[config.mk]
export PLATFORM = sky130hd
export DESIGN_NAME = picomips_io_ctrl_flat
export DESIGN_NICKNAME = d
export VERILOG_FILES = /design/src/rtl/picomips_io_if.sv /design/src/rtl/picomips_io_ctrl.sv /design/src/flat_wrapper.sv
export SDC_FILE = /design/constraint.sdc
export NUM_CORES = 1
export LEC_CHECK = 0
export BUFFER_PORTS_ARGS = -buffer_cell sky130_fd_sc_hd__buf_2
export CAP_MARGIN = 20
export CORE_ASPECT_RATIO = 0.75
export CORE_MARGIN = 4
export CORE_UTILIZATION = 45
export CTS_CLUSTER_SIZE = 28
export DETAILED_ROUTE_END_ITERATION = 6
export GPL_TIMING_DRIVEN = 1
export PLACE_DENSITY_LB_ADDON = 0.05
export SYNTH_ARGS = -nofsm -noshare
export SYNTH_HDL_FRONTEND = slang
export SYNTH_SLANG_ARGS = --single-unit
[constraint.sdc]
create_clock -name clk -period 2.6 [get_ports clk]
set_input_delay 0.13 -clock clk [delete_from_list [all_inputs] [get_ports clk]]
set_output_delay 0.13 -clock clk [all_outputs]
set_load 0.005 [all_outputs]
[src/rtl/picomips_io_if.sv]
// Core-side handshake between the board I/O sequencer and picoMIPS:
// operand request (branch_status), frozen operand (SW) and result (outport).
interface picomips_io_if #(
    parameter int n = 8
);
    logic         branch_status;
    logic [n-1:0] SW;
    logic [n-1:0] outport;

    modport master (output branch_status, output SW, input outport);
    modport slave  (input branch_status, input SW, output outport);
endinterface

[src/rtl/picomips_io_ctrl.sv]
// Board-side I/O sequencer for picoMIPS: sync + debounce key/switches, press/compute/ack handshake.
// Optional watchdog on the ARMED state is enabled by defining PICO_IO_TIMEOUT_EN.
module picomips_io_ctrl #(
    parameter int n              = 8,
    parameter int DB_CYCLES      = 16,
    parameter int TIMEOUT_CYCLES = 1024
) (
    input  logic                 clk,
    input  logic                 reset,
    input  logic                 key_n,
    input  logic [n-1:0]         SW_raw,
    picomips_io_if.master        core,
    output logic [n-1:0]         LED,
    output logic                 busy,
    output logic [7:0]           result_count,
    output logic                 timeout
);
    localparam int CNT_W = $clog2(DB_CYCLES);

    typedef enum logic [1:0] {IDLE, ARMED, DONE} state_t;

    logic             key_s1_q, key_s_q;
    logic [n-1:0]     sw_s1_q, sw_s_q;
    logic             key_db_q, key_db_d;
    logic [CNT_W-1:0] cnt_q, cnt_d;
    state_t           state_q, state_d;
    logic             branch_q, branch_d;
    logic [n-1:0]     sw_q, sw_d;
    logic [n-1:0]     led_q, led_d;
    logic             busy_q, busy_d;
    logic [7:0]       rc_q, rc_d;
    logic             press, rel, result;

    always_ff @(posedge clk or posedge reset) begin
        if (reset) begin
            key_s1_q <= 1'b1;
            key_s_q  <= 1'b1;
            sw_s1_q  <= '0;
            sw_s_q   <= '0;
        end else begin
            key_s1_q <= key_n;
            key_s_q  <= key_s1_q;
            sw_s1_q  <= SW_raw;
            sw_s_q   <= sw_s1_q;
        end
    end

    // Accept a new key level only after DB_CYCLES consecutive differing samples.
    always_comb begin
        cnt_d    = '0;
        key_db_d = key_db_q;
        if (key_s_q != key_db_q) begin
            if (cnt_q == CNT_W'(DB_CYCLES - 1))
                key_db_d = key_s_q;
            else
                cnt_d = cnt_q + 1'b1;
        end
    end

    // Edges are taken from the debounced level as it updates, so the FSM reacts on the same edge.
    assign press  = key_db_q & ~key_db_d;
    assign rel    = ~key_db_q & key_db_d;
    assign result = |core.outport;

`ifdef PICO_IO_TIMEOUT_EN
    logic [15:0] wd_q, wd_d;
    logic        to_q, to_d;
    logic        wd_expire;
    assign wd_expire = (wd_q == 16'(TIMEOUT_CYCLES - 1));
`endif

    always_comb begin
        state_d  = state_q;
        branch_d = branch_q;
        sw_d     = sw_q;
        rc_d     = rc_q;
        led_d    = result ? core.outport : led_q;
`ifdef PICO_IO_TIMEOUT_EN
        wd_d     = wd_q;
        to_d     = to_q;
`endif
        case (state_q)
            IDLE: begin
                sw_d     = sw_s_q;
                branch_d = 1'b0;
                if (press) begin
                    branch_d = 1'b1;
                    state_d  = ARMED;
`ifdef PICO_IO_TIMEOUT_EN
                    wd_d     = '0;
                    to_d     = 1'b0;
`endif
                end
            end
            ARMED: begin
`ifdef PICO_IO_TIMEOUT_EN
                wd_d = wd_q + 16'd1;
`endif
                // A result always wins over release or watchdog expiry in the same cycle.
                if (result) begin
                    branch_d = 1'b0;
                    rc_d     = rc_q + 8'd1;
                    state_d  = rel ? IDLE : DONE;
                end else if (rel) begin
                    branch_d = 1'b0;
                    state_d  = IDLE;
                end
`ifdef PICO_IO_TIMEOUT_EN
                else if (wd_expire) begin
                    branch_d = 1'b0;
                    to_d     = 1'b1;
                    state_d  = DONE;
                end
`endif
            end
            DONE: begin
                branch_d = 1'b0;
                if (rel) state_d = IDLE;
            end
            default: begin
                branch_d = 1'b0;
                state_d  = IDLE;
            end
        endcase
        busy_d = (state_d != IDLE);
    end

    always_ff @(posedge clk or posedge reset) begin
        if (reset) begin
            key_db_q <= 1'b1;
            cnt_q    <= '0;
            state_q  <= IDLE;
            branch_q <= 1'b0;
            sw_q     <= '0;
            led_q    <= '0;
            busy_q   <= 1'b0;
            rc_q     <= '0;
        end else begin
            key_db_q <= key_db_d;
            cnt_q    <= cnt_d;
            state_q  <= state_d;
            branch_q <= branch_d;
            sw_q     <= sw_d;
            led_q    <= led_d;
            busy_q   <= busy_d;
            rc_q     <= rc_d;
        end
    end

`ifdef PICO_IO_TIMEOUT_EN
    always_ff @(posedge clk or posedge reset) begin
        if (reset) begin
            wd_q <= '0;
            to_q <= 1'b0;
        end else begin
            wd_q <= wd_d;
            to_q <= to_d;
        end
    end
    assign timeout = to_q;
`else
    assign timeout = 1'b0;
`endif

    assign core.branch_status = branch_q;
    assign core.SW            = sw_q;
    assign LED                = led_q;
    assign busy               = busy_q;
    assign result_count       = rc_q;
endmodule

[src/flat_wrapper.sv]
// flat-port wrapper written by rule: the top's interface ports become plain ports
module picomips_io_ctrl_flat 
#(
    parameter int n              = 8,
    parameter int DB_CYCLES      = 16,
    parameter int TIMEOUT_CYCLES = 1024
)
  (clk, reset, key_n, SW_raw, LED, busy, result_count, timeout, core_branch_status, core_SW, core_outport);
  picomips_io_if #(.n(n)) core_i ();
  input  logic clk;
  input  logic reset;
  input  logic key_n;
  input  logic [n-1:0] SW_raw;
  output logic [n-1:0] LED;
  output logic busy;
  output logic [7:0] result_count;
  output logic timeout;
  output wire logic [$bits(core_i.branch_status)-1:0] core_branch_status;
  output wire logic [$bits(core_i.SW)-1:0] core_SW;
  input wire logic [$bits(core_i.outport)-1:0] core_outport;
  assign core_branch_status = core_i.branch_status;
  assign core_SW = core_i.SW;
  assign core_i.outport = core_outport;
  picomips_io_ctrl #(.n(n), .DB_CYCLES(DB_CYCLES), .TIMEOUT_CYCLES(TIMEOUT_CYCLES)) u_core (.clk(clk), .reset(reset), .key_n(key_n), .SW_raw(SW_raw), .core(core_i), .LED(LED), .busy(busy), .result_count(result_count), .timeout(timeout));
endmodule
==> summary.md <==
| Metric | Value |
|---|---|
| CORE AREA | 4079 um^2 |
| Fillers | 333 |
| Leak Pwr | 0.001077 uW |
| Setup ws final | 1.199 ns |
| RSZ-0062 raised after global routing | false |
| Max Cap Viol | 0 |
| Mapped cell area | 1914 um^2 |
| Die area | 5373 um^2 |
| Vias per cell | 5.008 |
| Switching Share | 0.2136 |
| Final Cycle Share | 0.5387 |
| Worst EP required | 2.79 ns |
| Outcome | finished clean |
| Flop pwr share | 0.622 |
| H-tree Lvls | 2 |
| Area of the multi-input gates | 610.6 um^2 |
| Setup slack at placement | 1.156 ns |
| Cell with the most instances after synthesis | dfrtp_1 |
| DPL Wire Length | 2562 um |
| Grt ovf | 0 |
| Number of detailed-route iterations in the first pass | 4 |
| Io pins | 46 |
| Critical Path Start Type | register |
| Crit path capture type | register |
| Final hold vios | 0 |
| Internal power | 1064 uW |
| Antenna violations before repair | 0 |
| Clock tree buffer depth | 2 |
| # Post-CTS Setup Buffers | 0 |
| Endpoints failing setup | 0 |
| Total track usage | 0.1511 |
| Critical path start-end classification | register to register |
| TritonCTS clock tree | yes |
| Clock Pin Slew Worst Setup and Hold Paths | 0.08 ns |
| Hold Buf Count CTS | 9 |
| Top cell type's share of synthesized area | 0.6275 |
| Row cnt | 20 |
| Routability cong. | 0.6856 |
| Area Growth Syn to Fin | 24.90% |
| Clock sinks | 51 |
| Max Clock Skew | 0.005961 ns |
| PD cells | 565.9 nW/um^2 |
| Chip Width | 83.32 um |
| Area leader, netlist | dfrtp_1 |
| Async set-reset flop share out of synthesis | 1.000 |
| Post-synth EDFFs | 0 |
| Cts bufs inserted | 5 |
| Post-CTS sizing | 0 |
| Comb power frac | 0.069 |
| Yosys reg bits | 51 |
| Peak supply drop | 0.0003419 V |
| Synth cell types | 40 |
| Vias in the first global route | 1279 |
| Fin nets | 208 |
| Share of cells above drive strength 1 | 0.4202 |
| First-pass GRT wire length | 6299 um |
| Switching power | 289.0 uW |
| Antenna Violating Nets Remaining | 0 |
| FMAX | 0.7139 GHz |
| Avg WL per Cell | 14.68 um |
| # port buffers | 44 |
| Worst-path fanout max | 5 |
| Max Slew Vio Count | 0 |
| Synth cell count leaders | dfrtp_1, a21o_2, mux2_2 |
| 1st-iter DRT viols | 42 |
| Via count | 1217 |
| CP Data Arrival Time | 1.59 ns |
| CTS Root Cell | clkbuf_8 |
| Drt drc | 0 |
| Placed instance count | 224 |
| Prevailing post-synth register cell | dfrtp_1 |
| FF/Latch Area | 1280 um^2 |
| Cells after Synth | 127 |
| Min Clock Period, post-route | 1.401 ns |
| Syn_nets | 148 |
| Final Power | 1353 uW |
| Finished Layout Cells | 243 |
| Initial core utilization | 0.4693 |
| Mean Syn Cell Area | 15.07 um^2 |
| Clock power frac | 0.310 |
| Die height | 64.49 um |
| Total Routed Length | 3567 um |
| HP Class | input pin to register |
| Yosys warnings | 0 |
| Worst skew pair latency | 0.29 ns |
| Sequential fraction of the synthesis area | 0.6686 |
| Largest net degree at the start of global routing | 52 |
| Inserted Diodes | 0 |
| Area contributors post-synth | dfrtp_1, mux2_2, dfstp_2 |
| Setup TNS | 0 ns |
-- power by group through the flow --
stage | logic, uW | registers [uW] | clock network [uW]
finish | 92.7 | 841 | 419
global route | 105 | 845 | 479
CTS | 90.6 | 842 | 441
detailed placement | 80.4 | 857 | 0
global placement | 76.5 | 854 | 0
floorplan | 37.5 | 854 | 0
-- cell type report --
class | instances | area share
Timing Repair Buffer | 55 | 0.1423
Inverter | 3 | 0.004710
Tap cell | 55 | 0.02878
Sequential cell | 51 | 0.5353
Clock buffer | 8 | 0.03349
Multi-Input combinational cell | 71 | 0.2554
-- flip-flops by register name (all words and copies together), names as in the netlist, 2 cells and up --
name	count
u_core.sw_s_q	8
u_core.cnt_q	4
u_core.state_q	2
u_core.sw_s1_q	8
u_core.result_count	8
u_core.core.SW	8
u_core.LED	8
-- cells in the final DEF, fill, tap and decap left out, types with 2 or more instances in the layout --
cell	Yosys	layout
clkbuf_8	0	5
nor2b_1	3	3
dfrtp_1	48	48
mux2_2	8	8
inv_1	3	2
a21oi_1	3	3
xnor2_1	4	4
a21o_2	8	8
dlygate4sd3_1	0	10
nand3_1	3	3
or4_4	2	2
xor2_1	5	5
ha_1	2	2
nand2_1	4	4
dfstp_2	3	3
clkbuf_1	0	3
a211oi_1	3	3
buf_2	1	44
nor4_4	2	2
nand4b_1	2	2
-- worst paths after layout --
path	start	endpoint	slack, ns	cells past startpoint
min	core_outport[0]	u_core.LED[0]	0.08	2
max reg2reg	u_core.cnt_q[0]	u_core.core.branch_status	1.20	4
min in group asynchronous	reset	u_core.sw_s1_q[5]	0.27	3
max	u_core.cnt_q[0]	u_core.core.branch_status	1.20	4
max in group asynchronous	reset	u_core.key_s1_q	1.81	4
min reg2reg	u_core.sw_s1_q[7]	u_core.sw_s_q[7]	0.35	0
-- metal layers --
metal | vias to the layer above | track usage | routed length, um
li1 | 573 | - | -
met1 | 605 | 0.1971 | 1611
met2 | 32 | 0.2450 | 1731
met3 | 7 | 0.04066 | 174
met4 | 0 | 0.05510 | 49
met5 | - | 0 | 0
-- worst max-delay path: stages, from the launching register on --
cell and delay (ns):
dfrtp_1 0.40, ha_1 0.26, and3_1 0.23, nand3b_1 0.14, a41o_1 0.26
-- per-stage QoR --
step / area (um^2) / utilization / hold slack (ns)
floorplan: 1914 / - / 0.1345
global placement: 2191 / 0.5371 / 0.2384
detailed placement: 2191 / 0.5371 / 0.2393
CTS: 2361 / 0.5788 / 0.06837
global route: 2391 / 0.5862 / 0.06160
finish: 2391 / 0.5862 / 0.08107
-- logic make-up after synthesis --
kind of cell,after synthesis,synth area share
xor+xnor,9,0.04117
compound gates,23,0.1026
mux,9,0.05294
buf+inv,5,0.01242
flops,51,0.6686
simple gates,27,0.1072
fa+ha+maj,2,0.01307
other cells,1,0.001959
(Power assumes the default switching activity.)
